### src/rtl/blocks_state.sv
// Breakout brick map: painter row readout plus level fill and hit clearing via req/ack.
// Hit ack one cycle after an IDLE request; requests wait (no ack) while the 16-cycle fill runs.
module blocks_state #(
    parameter int NUM_ROWS       = 16,
    parameter int BLOCKS_PER_ROW = 13,
    parameter int FILL_ROWS      = 8,
    localparam int ROW_W         = $clog2(NUM_ROWS),
    localparam int COL_W         = $clog2(BLOCKS_PER_ROW)
) (
    input  logic                      clk,
    input  logic                      nRst,
    input  logic                      new_frame,
    input  logic                      go_next_line,
    output logic [BLOCKS_PER_ROW-1:0] block_line_state,
    input  logic                      level_load,
    output logic                      busy,
    input  logic                      hit_req,
    input  logic [ROW_W-1:0]          hit_row,
    input  logic [COL_W-1:0]          hit_col,
    output logic                      hit_ack,
    output logic                      hit_present,
    output logic [7:0]                blocks_left,
    output logic                      all_cleared
);

    typedef enum logic [1:0] {
        S_IDLE,
        S_FILL,
        S_ACK,
        S_WAIT_LOW
    } state_e;

    typedef logic [BLOCKS_PER_ROW-1:0] row_t;

    state_e                  state_q, state_d;
    row_t [NUM_ROWS-1:0]     map_q, map_d;
    logic [ROW_W-1:0]        rd_row_q, rd_row_d;
    logic [ROW_W-1:0]        fill_cnt_q, fill_cnt_d;
    logic [7:0]              blocks_left_q, blocks_left_d;
    logic                    present_q, present_d;
    logic                    hit_valid;
    logic                    fill_row_on;

    // Out-of-range coordinates still get acked, but never touch the map.
    assign hit_valid   = (int'(hit_row) < NUM_ROWS) && (int'(hit_col) < BLOCKS_PER_ROW);
    assign fill_row_on = int'(fill_cnt_q) < FILL_ROWS;

    // Display pointer: frame start wins over a coincident row step.
    always_comb begin
        rd_row_d = rd_row_q;
        if (new_frame) begin
            rd_row_d = '0;
        end else if (go_next_line) begin
            if (rd_row_q == ROW_W'(NUM_ROWS - 1)) begin
                rd_row_d = '0;
            end else begin
                rd_row_d = rd_row_q + 1'b1;
            end
        end
    end

    always_comb begin
        state_d       = state_q;
        map_d         = map_q;
        fill_cnt_d    = fill_cnt_q;
        blocks_left_d = blocks_left_q;
        present_d     = present_q;

        case (state_q)
            S_IDLE: begin
                if (level_load) begin
                    state_d       = S_FILL;
                    fill_cnt_d    = '0;
                    blocks_left_d = '0;
                end else if (hit_req) begin
                    state_d   = S_ACK;
                    present_d = 1'b0;
                    if (hit_valid) begin
                        if (map_q[hit_row][hit_col]) begin
                            present_d = 1'b1;
                            if (blocks_left_q != 8'd0) begin
                                blocks_left_d = blocks_left_q - 8'd1;
                            end
                        end
                        map_d[hit_row][hit_col] = 1'b0;
                    end
                end
            end

            S_FILL: begin
                map_d[fill_cnt_q] = fill_row_on ? '1 : '0;
                if (fill_row_on) begin
                    blocks_left_d = blocks_left_q + 8'(BLOCKS_PER_ROW);
                end
                if (fill_cnt_q == ROW_W'(NUM_ROWS - 1)) begin
                    state_d = S_IDLE;
                end else begin
                    fill_cnt_d = fill_cnt_q + 1'b1;
                end
            end

            S_ACK: begin
                state_d = S_WAIT_LOW;
            end

            // Holding hit_req past the ack must not retrigger a second clear.
            S_WAIT_LOW: begin
                if (!hit_req) begin
                    state_d = S_IDLE;
                end
            end

            default: begin
                state_d = S_IDLE;
            end
        endcase
    end

    always_ff @(posedge clk or negedge nRst) begin
        if (!nRst) begin
            state_q       <= S_IDLE;
            map_q         <= '0;
            rd_row_q      <= '0;
            fill_cnt_q    <= '0;
            blocks_left_q <= '0;
            present_q     <= 1'b0;
        end else begin
            state_q       <= state_d;
            map_q         <= map_d;
            rd_row_q      <= rd_row_d;
            fill_cnt_q    <= fill_cnt_d;
            blocks_left_q <= blocks_left_d;
            present_q     <= present_d;
        end
    end

    assign block_line_state = map_q[rd_row_q];
    assign busy             = (state_q == S_FILL);
    assign hit_ack          = (state_q == S_ACK);
    assign hit_present      = (state_q == S_ACK) && present_q;
    assign blocks_left      = blocks_left_q;
    assign all_cleared      = (state_q == S_IDLE) && (blocks_left_q == 8'd0);

endmodule
### config.mk
export PLATFORM = sky130hd
export DESIGN_NAME = blocks_state
export DESIGN_NICKNAME = d
export VERILOG_FILES = /design/src/rtl/blocks_state.sv
export SDC_FILE = /design/constraint.sdc
export NUM_CORES = 1
export LEC_CHECK = 0
export CAP_MARGIN = 20
export CORE_MARGIN = 2
export CORE_UTILIZATION = 40
export CTS_CLUSTER_SIZE = 10
export DETAILED_ROUTE_END_ITERATION = 7
export GPL_TIMING_DRIVEN = 0
export MAX_ROUTING_LAYER = met4
export SLEW_MARGIN = 0
export SYNTH_ARGS = -nofsm -noshare
export SYNTH_HDL_FRONTEND = slang
export SYNTH_SLANG_ARGS = --single-unit
### constraint.sdc
create_clock -name clk -period 3.13 [get_ports clk]
set_clock_uncertainty 0.1 [all_clocks]
set_input_delay 0.4695 -clock clk [delete_from_list [all_inputs] [get_ports clk]]
set_output_delay 0.4695 -clock clk [all_outputs]
set_load 0.01 [all_outputs]
=== Yosys cells after proc, flatten, opt, wreduce, memory -nomap -nowiden ===
Index checks and enable logic that the tools add are counted.

* Flip-flop bits (word level): 227
* Output and inout port bits: 25
* Word-level logic and storage cells: 107
* Bits of input ports: 14

* Bitwise logic cells: 3
* Reductions and logical operators: 15
* Mux-type cells: 38
* Add/sub/neg operators: 4
* Equality and inequality tests: 17
* $lt $le $gt $ge: 9

{| class="wikitable"
|+ Operator list
! cell !! count
|-
| $mux W208 || 3
|-
| $pmux W208 S2 || 1
|-
| $and A208 B208 Y208 || 1
|-
| $bwmux W208 || 1
|-
| $not A208 Y208 || 1
|-
| $bmux W13 S4 || 2
|-
| $demux W13 S4 || 2
|-
| $mux W13 || 5
|-
| $mux W8 || 6
|-
| $lt A4 B5 Y1 const B || 4
|-
| $mux W4 || 5
|-
| $pmux W8 S2 || 1
|-
| $ge A4 B1 Y1 const B || 3
|-
| $ne A2 B2 Y1 const B || 6
|-
| $ne A3 B3 Y1 const B || 4
|-
| $reduce_and A3 Y1 || 3
|-
| $add A4 B1 Y4 const B || 2
|-
| $add A8 B4 Y8 const B || 1
|-
| $eq A4 B4 Y1 const B || 2
|-
| $logic_not A8 Y1 || 1
|-
| $lt A4 B4 Y1 const B || 2
|-
| $mux W2 || 4
|-
| $pmux W2 S4 || 1
|-
| $pmux W4 S2 || 1
|-
| 14 further kinds || 24
|}

=== Depth between registers and ports, before layout ===
* Depth in word-level cells: 12
* Depth in mapped cells: 11
* Depth with buffers taken out: 8

=== Least setup slack after synthesis ===
OpenSTA, ideal clock, no wires.

* Path type: register to output
* Start point: register rd_row_q[0]
* End point: output port block_line_state[0]
* Slack: 0.161 ns
* Arrival time: 2.399 ns
* Cell stages (with the launch flop): 5
* Required time: 2.560 ns
* Path buffers: 2
* Path through: dfrtp_1 -> clkbuf_1 -> buf_1 -> mux4_2 -> mux4_2

* Longest elaborated chain between the ends: 2

{| class="wikitable"
|+ Ends and longest elaborated chain
! element !! line !! source
|-
| start: declaration || 37 || <nowiki>logic [ROW_W-1:0] rd_row_q, rd_row_d;</nowiki>
|-
| start signal: assignment || 130 || <nowiki>rd_row_q <= rd_row_d;</nowiki>
|-
| $bmux W13 S4 || 137 || <nowiki>assign block_line_state = map_q[rd_row_q];</nowiki>
|-
| $mux W13 (implied by the code) || 137 ||
|-
| end: declaration || 14 || <nowiki>output logic [BLOCKS_PER_ROW-1:0] block_line_state,</nowiki>
|}

Every way passes these cells. The select of a mux whose other input is x is not followed.

=== Final worst setup path ===
* Start point: register rd_row_q[0]
* End point: output port block_line_state[4]

The elaborated chain is that of the path after synthesis.

==> impl_metrics.yaml <==
route:
  drtIter0Drc: 1096
  routedWlPerCell_um: 25.4
  drc_errors: 0
  dr_total_vias: 10735
  met1_length_mm: 18.7
  via_per_inst: 6.23
  highest_layer: "met4"
  met2_length_mm: 20.6
  wl_mm: 43.8
  route.met3.wl_mm: 3.19
  ant_nets: 0
  first_pass_iters: 7
clock_network:
  clock_sinks: 227
  cts_tree: "done"
  clk_latency_ns: 0.56
  clock_path_buffers: 3
  htree_levels: 1
  path_clk_slew_ns: 0.06
  cts_root_buf: "clkbuf_16"
  cts_buffers: 28
global_routing:
  grt_pass1_vias: 10679
  grtUsageTotal: 0.271
  grt_pass1_wl_mm: 66.8
  grt_max_degree: 80
  grt_overflow_total: 0
  grt_antenna_before_repair: 0
yosys:
  ys_seq_area_frac: 0.443
  synth_fp_nets: 1232
  yosys.area_share.xor_xnor: 0.00205
  async_flop_share: 1.00
  synthTopCellsByArea: "dfrtp_1 (44%), mux4_2 (15%), o21ai_0 (5.4%)"
  synth.avg_cell_area_um2: 10.6
  yosys_register_bits: 227
  synthFlopType: "dfrtp_1"
  synth_edf_count: 0
  yosys.area.top_type: "dfrtp_1"
  synth.area.mux_share: 0.204
  syn-instance-count: 1210
  synthAdderAreaFrac: 0.00780
  synth_compound_area_frac: 0.190
  syn_area_mm2: 0.0128
  synth_top_area_share: 0.443
  synth_top_family_by_area: "multiplexers"
  ys_types: 69
  synth-simple-area-share: 0.114
  yosysWarnings: 0
timing:
  drv_slew: 0
  tns_ns: -0.139
  setup-violations-final: 7
  fin_crit_sh: 1.02
  rsz0062_at_grt: "yes"
  slew_headroom: 0.319
  worst_hold_slack_ns: 0.364
  worst_pin_slew_ns: 1.01
  setup_ws_ns: -0.0563
  hold_viol_final: 0
  finalCriticalPeriod_ns: 3.19
  fmax_mhz: 314
place:
  dp_slack_ns: -1.20
  post_dp_cell_area_mm2: 0.0138
  routabilityCongestion: 0.958
  hpwl_mm: 32.2
  port_buffers: 37
  dpl.cell_count: 1655
pwr:
  sw_frac_of_total: 0.350
  irDropWorstVdd_v: 0.000395
  powerDensity_mw_per_mm2: 600
  p_sw_mw: 3.20
  power_leakage_nw: 5.75
  combPwrFrac: 0.304
  p_int_mw: 5.93
  power_frac_seq: 0.362
  clockPowerShare: 0.335
flow_run:
  max_cap_viol_count: 0
critical_path:
  crit_buf_inv: 4
  slowest_stage: "mux4_2"
  critical_path.top_delay_family: "multiplexers"
  path_max_fanout: 5
  cp_slowest_stage_delay_ns: 0.56
  critPathKind: "reg2out"
  path_cells: "buf_8 -> buf_6 -> buf_16 -> mux4_2 -> mux4_2 -> buf_6"
  crit_required_ns: 2.56
  startpoint_type: "register"
  crit_path_end_kind: "output port"
  arrival_ns: 2.62
finish:
  drive_above_1_share: 0.186
  syn_to_final_growth_pct: 18.6
  fin_cells: 1722
  design_area_mm2: 0.0152
  fin_nets: 1329
  n_antenna_cell: 0
floorplan:
  die_area_mm2: 0.0335
  core_mm2: 0.0316
  pin_count: 39
  initial_utilization: 0.406
  die_x_um: 183
  die_h_um: 183
  rows: 65
outcome:
  failed_checks: "negative setup slack"
  status: "finished with violations"
hold_path:
  hold_path.class: "in2async"
## placed cells by master, fill, tap and decap left out, types with 8 or more instances in the layout
cell,Yosys,final
o21ai_0,138,137
nor2b_1,11,8
mux4_2,85,85
buf_6,8,25
nor2_1,26,25
clkbuf_1,70,53
clkbuf_16,0,29
clkdlybuf4s50_1,0,19
buf_4,2,29
dfrtp_1,227,226
nor3_1,13,12
nand3_1,28,28
a21boi_0,26,26
clkbuf_8,0,10
inv_1,10,10
a21oi_1,97,96
ha_1,8,8
o21a_1,66,66
a211oi_1,8,8
nand2b_1,11,10
mux2i_1,64,64
nand2_1,180,180
a22oi_1,20,19
## metrics by stage
step / total power [mW] / utilization
after global routing: 9.56 / 0.482
after global placement: 5.87 / 0.434
final: 9.13 / 0.482
after detailed placement: 5.92 / 0.438
after CTS: 9.09 / 0.477
after floorplan: 4.99 / -
## cells by family after synthesis
family          count (synthesis)
fa+ha+maj                       8
xor+xnor                        3
compound gates                397
buf+inv                       110
flops                         227
mux                           154
simple gates                  311
## Yosys cell counts, types with 3 or more instances
| cell | instances |
|---|---|
| a31oi_1 | 7 |
| and3_1 | 5 |
| or3_1 | 7 |
| buf_1 | 9 |
| mux4_2 | 85 |
| nand4b_1 | 3 |
| nand2_1 | 180 |
| dfrtp_1 | 227 |
| o21ai_0 | 138 |
| ha_1 | 8 |
| buf_6 | 8 |
| nor2b_1 | 11 |
| a21boi_0 | 26 |
| clkbuf_1 | 70 |
| nor3_1 | 13 |
| nand3_1 | 28 |
| mux2i_1 | 64 |
| a221oi_1 | 3 |
| and2_1 | 4 |
| o221ai_1 | 3 |
| nand4_1 | 6 |
| a211oi_1 | 8 |
| o21a_1 | 66 |
| buf_2 | 10 |
| nand2b_1 | 11 |
| nor2_1 | 26 |
| mux2_2 | 3 |
| a22oi_1 | 20 |
| nand4bb_1 | 3 |
| inv_1 | 10 |
| a21oi_1 | 97 |
## sequential cells by signal, summed over array words and instances (netlist names)
signal       flops
map_q          208
blocks_left      8
fill_cnt_q       4
rd_row_q         4
state_q          2
present_q        1
## worst reg2reg max path: cells and delay by family, from the launching register on
family / cells / cell delay [ns]
multiplexers: 2 / 0.74
AND/OR/NAND/NOR: 2 / 0.58
buffers and inverters: 2 / 0.32
AO/OA/AOI/OAI: 3 / 0.51
flip-flops: 1 / 0.41
## path summary, 6_finish.rpt
path / startpoint / cells past startpoint / endpoint / slack (ns)
max in group asynchronous: nRst / 4 / map_q[134]$_DFFE_PN0P_ / 1.35
hold / removal: nRst / 2 / map_q[92]$_DFFE_PN0P_ / 0.36
min in group clk: map_q[123]$_DFFE_PN0P_ / 1 / map_q[123]$_DFFE_PN0P_ / 0.41
setup / recovery: rd_row_q[0]$_DFFE_PN0P_ / 6 / block_line_state[4] / -0.06
setup reg to reg: map_q[0]$_DFFE_PN0P_ / 9 / blocks_left[4]$_DFFE_PN0P_ / 0.34
hold reg to reg: map_q[123]$_DFFE_PN0P_ / 1 / map_q[123]$_DFFE_PN0P_ / 0.41
## power groups by stage
stage	clock (mW)	combinational, mW	sequential, mW
after floorplan	0	1.68	3.31
after global placement	0	2.53	3.34
after detailed placement	0	2.57	3.34
after CTS	3.09	2.71	3.29
after global routing	3.20	3.02	3.33
final	3.05	2.77	3.30
## timing repair
action	CTS	global route
buffers inserted	16	9
pin swaps	2	5
resized for setup	145	43
hold buffers	1	0
gates cloned	3	1
setup endpoints to repair	149	114
hold endpoints to repair	76	0
## final cells by class
class	instances	area [um2]
Clock inverter	2	21.3
Buffer	93	606
Inverter	11	42.5
Clock buffer	41	820
Timing Repair Buffer	73	826
Fill cell	2910	16300
Sequential cell	227	5680
Tap cell	402	503
Multi-Input combinational cell	873	6720
## per-layer routing
layer / GRT usage / vias to the layer above
met4: 0.0810 / 0
li1: - / 4684
met1: 0.367 / 5535
met3: 0.0483 / 88
met2: 0.421 / 428
met5: - / -
No activity file was read; power rests on OpenSTA's default activity.
==> RTL change 1, RTL diff (same flow settings) <==
Set the parameter `FILL_ROWS` to 6 (it was 8).
--- a/src/rtl/blocks_state.sv
+++ b/src/rtl/blocks_state.sv
@@ -5,3 +5,3 @@
     parameter int BLOCKS_PER_ROW = 13,
-    parameter int FILL_ROWS      = 8,
+    parameter int FILL_ROWS      = 6,
     localparam int ROW_W         = $clog2(NUM_ROWS),
Check against the original RTL: no difference found for any inputs over 4 cycles, from zero or initial values and one cycle with nRst low; that may be too few to reach the edited logic, so the function may still have changed.
==> RTL change 1 against the unedited design <==
The run still ends with setup timing left; worst setup slack got worse by 55 ps; hold slack got worse by 86 ps; register-to-register slack got worse by 200 ps; design area shrank 0.53%; area after synthesis increased by 1.2%; power increased by 24%; sequential cell count stayed put; count of clock-buffer cells in the layout fell by 4; routed wire length rose by 6.3%; maximum frequency is 1.7% lower; critical path type unchanged; largest cell class unchanged.
==> RTL change 1: results (changes against the unedited design) <==
Critical path
  – Reg-to-Reg Start: map_q[18]$_DFFE_PN0P_
  – CP arrival: 2670 ps (+50 ps)
  – Worst reg-to-reg path cell count: 8 (-1)
  – Crit Path Max Fanout: 7 (+2)
  – R2R setup slack: 140 ps (-200 ps)
  – End of the worst register-to-register path: blocks_left[2]$_DFFE_PN0P_

Finish
  – Largest Register: map_q
  – Final #Nets: 1,328 (-0.075%)
  – Number of fill cells: 2,951 (+1.4%)
  – Share of post-route cells with drive strength above 1: 0.1786 (-0.007792)
  – Largest register FFs: 208 (unchanged)

Placement
  – Port Buf Inserts: 35 (-5.4%)
  – DP Area: 13,930 um^2 (+0.90%)
  – RePlAce Congestion: 0.9707 (+1.3%)
  – DP HPWL: 34,030 um (+5.8%)

Clock network
  – Worst-path clk slew: 60 ps (about the same)
  – Clk buf depth: 3 (unchanged)
  – H-tree depth: 1 (unchanged)
  – TritonCTS Buffers: 28 (unchanged)
  – Clk_lat worst skew: 550 ps
  – Root buffer selected by CTS: clkbuf_16

Synthesis
  – Sequential fraction of the synthesis area: 0.4378 (-0.005083)
  – Post-synth EDFFs: 0 (unchanged)
  – Synthesis Warnings: 0 (unchanged)
  – Yosys cell types: 56 (-19%)
  – Most frequent cells after synthesis: dfrtp_1 (227), a21oi_1 (178), nand2_1 (172), o21ai_0 (125), mux4_2 (113)
  – Synth top area cells: dfrtp_1 (44%), mux4_2 (20%), a21oi_1 (6.9%)
  – Synth Net Count: 1,247 (+1.2%)
  – Async S/R FF share, synth: 1.000 (unchanged)

Global routing
  – Vias in the first global route: 10,940 (+2.4%)
  – GRT met2 Usage: 0.4322 (+0.01094)
  – First-pass GRT wire length: 70,880 um (+6.1%)
  – GRT met3 Usage: 0.05612 (+0.007863)
  – GR Util All Layers: 0.2918 (+0.02029)
  – M1 GR Usage: 0.4018 (+0.03465)
  – Pin count of the biggest net entering global routing: 116 (+45%)
  – Antenna violations before repair: 1 (+1)

Power
  – Pleak: 6.043 nW (+5.0%)
  – Peak VDD IR: 414.3 uV (+5.0%)

Detailed routing
  – Drt wl/cell: 27.08 um (+6.5%)
  – Via density per instance: 6.451 (+3.5%)
  – Initial drt markers: 1,433 (+31%)
  – DRT Pass-1 Iters: 5 (-2)
  – Drt drc: 0 (unchanged)

Status
  – Outcome: complete, but fails checks
  – Violated checks: setup timing

Timing
  – Setup slack after layout: -111.0 ps (-54.71 ps)
  – Slew HR: 0.3734 (+0.05411)
  – # setup viols final: 13 (+6)
  – Setup_tns: -1015 ps (-875.6 ps)

Hold path
  – Tightest Hold Check Type: input pin to asynchronous set/reset pin
-- RTL change 1: worst max-delay path: stages, from the launching register on --
cell and delay, ps:
dfrtp_2 430, clkbuf_16 190, buf_8 120, buf_12 140, mux4_2 520, mux4_2 560, buf_6 150
-- RTL change 1: power by group --
| group | total (mW) | switching (mW) | internal [mW] |
|---|---|---|---|
| sequential | 4.02 | 0.506 | 3.51 |
| combinational | 4.37 | 2.62 | 1.75 |
| clock | 2.94 | 1.26 | 1.68 |
| total | 11.3 | 4.38 | 6.95 |
-- RTL change 1: cells by family (layout without fill, tap and decap cells) --
group | Yosys count | count (layout) | share of synthesized area
and+or+nand+nor | 283 | 283 | 0.09422
xor gates and xnor gates | 1 | 1 | 0.0006752
buffers and inverters | 130 | 221 | 0.04108
muxes | 131 | 131 | 0.2180
DFF | 227 | 227 | 0.4378
other | 0 | 1 | 0
AOI/OAI and AO/OA | 445 | 445 | 0.2005
adders and majority gates | 8 | 8 | 0.007716
-- RTL change 1: area by class of cell --
type / instances / share of cell area
Inverter: 11 / 0.002976
Clock buffer: 37 / 0.05060
Sequential cell: 227 / 0.3754
Clock inverter: 3 / 0.001240
Antenna cell: 1 / 0.0001654
Timing Repair Buffer: 55 / 0.04349
Multi-Input combinational cell: 868 / 0.4493
Tap cell: 402 / 0.03324
Buffer: 115 / 0.04357
-- RTL change 1: metal layers --
metal | up-vias | wire (um)
met5 | - | 0
met4 | 0 | 1920
met3 | 131 | 4455
met2 | 640 | 21030
met1 | 5591 | 19150
li1 | 4727 | -
-- RTL change 1: through the flow --
step | setup WS (ps) | cells | hold WS, ps | util
3_5_place_dp | -1514 | 1667 | 270.6 | 0.4392
4_1_cts | -117.2 | 1717 | 288.0 | 0.4752
5_1_grt | -148.1 | 1719 | 309.7 | 0.4771
6_report | -111.0 | 1719 | 278.1 | 0.4771
2_1_floorplan | 154.9 | 1225 | 73.91 | -
3_3_place_gp | -8551 | 1662 | 379.4 | 0.4359
-- RTL change 1: how the worst max path moves through the flow --
stage / startpoint / to / slack [ps]
CTS: rd_row_q[0]$_DFFE_PN0P_ / block_line_state[4] / -120
detailed placement: hit_row[1] / blocks_left[2]$_DFFE_PN0P_ / -1510
global placement: nRst / map_q[7]$_DFFE_PN0P_ / -8550
floorplan: hit_row[0] / blocks_left[6]$_DFFE_PN0P_ / 150
finish: rd_row_q[0]$_DFFE_PN0P_ / block_line_state[3] / -110
global route: rd_row_q[0]$_DFFE_PN0P_ / block_line_state[3] / -150
-- RTL change 1: what timing repair did --
action / in CTS / in global routing
resized for setup: 146 / 25
hold buffers: 1 / 0
endpoints found under the hold margin: 40 / 0
setup endpoints to repair: 178 / 93
setup buffers: 10 / 2
pin swaps: 1 / 1
cloned: 2 / 0
==> RTL change 2, RTL diff (config.mk and constraints unchanged) <==
Without the edit above. Re-encode `state_e` (4 states) as one-hot, 4 bits wide.
--- a/src/rtl/blocks_state.sv
+++ b/src/rtl/blocks_state.sv
@@ -25,7 +25,7 @@
 
-    typedef enum logic [1:0] {
-        S_IDLE,
-        S_FILL,
-        S_ACK,
-        S_WAIT_LOW
+    typedef enum logic [3:0] {
+        S_IDLE     = 4'b0001,
+        S_FILL     = 4'b0010,
+        S_ACK      = 4'b0100,
+        S_WAIT_LOW = 4'b1000
     } state_e;
Behaviour: same outputs for any inputs over 4 cycles, from zero or initial values and one cycle with nRst low; so few cycles prove little.
==> RTL change 2 against the unedited design <==
The run still ends with setup timing left; utilization shrank 0.37 points; power rose by 18%; area after synthesis grew 6.0%; critical path depth is 2 higher; final cell count up 15%; die area rose by 5.9%; design area rose by 5.4%; worst setup slack better by 44 ps; maximum frequency up 1.4%; hold slack got worse by 60 ps; routed wire length up 21%; sequential cell count is 2 higher; via count increased by 17%.
==> RTL change 2: results (changes against the unedited design) <==
Finish
  – Final #Nets: 1,536 (+16%)
  – Number of fill cells: 3,160 (+8.6%)
  – Share of post-route cells with drive strength above 1: 0.1703 (-0.01610)

Global routing
  – First-pass GRT wire length: 78,400 um (+17%)
  – GR Util All Layers: 0.3043 (+0.03278)
  – Antenna violations before repair: 0 (unchanged)
  – Pin count of the biggest net entering global routing: 116 (+45%)
  – Vias in the first global route: 11,990 (+12%)

Timing
  – Setup_tns: -12.56 ps (+126.5 ps)
  – Final Hold Slack: 303.2 ps (-60.37 ps)
  – Slew HR: 0.4112 (+0.09197)
  – Setup slack after layout: -12.56 ps (+43.73 ps)
  – # setup viols final: 1 (-6)

Synthesis
  – Synth top area cells: dfrtp_1 (42%), mux4_2 (8.3%), a21oi_1 (7.0%)
  – Mapped Avg Cell Area: 9.522 um^2 (-10%)
  – Post-Synth Adder-Cell Area: 0.007362 (-0.0004431)
  – Compound-Gate Fraction of Synth Area: 0.2312 (+0.04091)
  – Post-Synth XOR/XNOR Area: 0.001932 (-0.0001163)
  – Sequential fraction of the synthesis area: 0.4216 (-0.02138)
  – Most frequent cells after synthesis: dfrtp_1 (228), nand2_1 (207), a21oi_1 (189), o21ai_0 (161), clkbuf_1 (100)
  – Proportion of synthesized area in mux cells: 0.1761 (-0.02807)
  – Yosys cell types: 59 (-14%)

Clock network
  – Clk_lat worst skew: 580 ps (+20 ps)
  – Post-cts gate resize count: 132 (-9.0%)
  – Postcts setup bufs: 10 (-6)

Critical path
  – Reg-to-Reg Start: state_q[3]$_DFFE_PN0P_
  – Worst reg-to-reg path cell count: 7 (-2)
  – Worst setup endpoint: block_line_state[1]
  – End of the worst register-to-register path: map_q[164]$_DFFE_PN0P_
  – CP arrival: 2570 ps (-50 ps)
  – R2R setup slack: 150 ps (-190 ps)
  – Crit Path Max Fanout: 10 (+5)

Placement
  – DP HPWL: 38,540 um (+20%)
  – Cells after DPL: 1,912 (+16%)
  – RePlAce Congestion: 0.9960 (+4.0%)
  – Port Buf Inserts: 34 (-8.1%)
  – DP Area: 14,560 um^2 (+5.4%)
  – Pre-CTS setup slack: -1227 ps (-30.35 ps)

Status
  – Outcome: complete, but fails checks
  – Violated checks: setup timing

Detailed routing
  – Routed WL: 53,050 um (+21%)
  – Initial drt markers: 1,423 (+30%)
  – Via density per instance: 6.347 (+1.8%)
  – Total number of vias: 12,540 (+17%)

Power
  – Pleak: 6.347 nW (+10%)
  – Sw frac: 0.3864 (+0.03591)
  – Peak VDD IR: 406.9 uV (+3.1%)

Hold path
  – Tightest Hold Check Type: input pin to register
==> RTL change 2: cell types whose count changed after synthesis, sizes merged, moves of 10 or more <==
cell,change
mux4,-26
nand2,+27
a21boi,-14
nand3,-11
o21ai,+21
a221oi,+10
o21a,+25
o22ai,+13
nor2,+27
nor3,+10
clkbuf,+30
a21oi,+93
mux2,+33
==> RTL change 2: cells by family after synthesis <==
family          Yosys count
mux                     157
flops                   229
fa+ha+maj                 8
xor+xnor                  3
simple gates            359
buf+inv                 143
compound gates          529
==> RTL change 2: worst max-delay path, stage by stage (launching register included) <==
cell	delay (ps)
dfrtp_1	410
buf_4	160
buf_6	130
clkbuf_8	190
mux2i_1	190
a221oi_4	410
o21ai_1	110
nand2_1	120
clkdlybuf4s15_1	250
==> RTL change 2: area by class of cell <==
cell class	instances	area, um^2	share of cell area
repair buffers	62	618.1	0.03853
clock buffers	39	782.0	0.04874
plain buffers	124	774.5	0.04828
multi-input cells	1056	7487	0.4667
flip-flops and latches	229	5738	0.3577
inverters	13	48.80	0.003042
well taps	448	560.5	0.03494
clock inverters	4	31.28	0.001950
diodes	1	2.502	0.0001560
==> RTL change 2: metal layers <==
layer,vias to the layer above,wire (um),track usage
met3,171,5440,0.06314
met1,6235,21870,0.4121
met2,759,23310,0.4490
li1,5377,-,-
met5,-,0,-
met4,0,2433,0.1187
==> RTL change 2: power groups by stage <==
| stage | sequential, mW | clock, mW | combinational (mW) |
|---|---|---|---|
| floorplan | 3.86 | 0 | 2.25 |
| global placement | 4.06 | 0 | 3.35 |
| detailed placement | 4.05 | 0 | 3.42 |
| CTS | 4.02 | 3.05 | 3.55 |
| global route | 4.12 | 3.17 | 4.02 |
| finish | 4.06 | 3.03 | 3.71 |
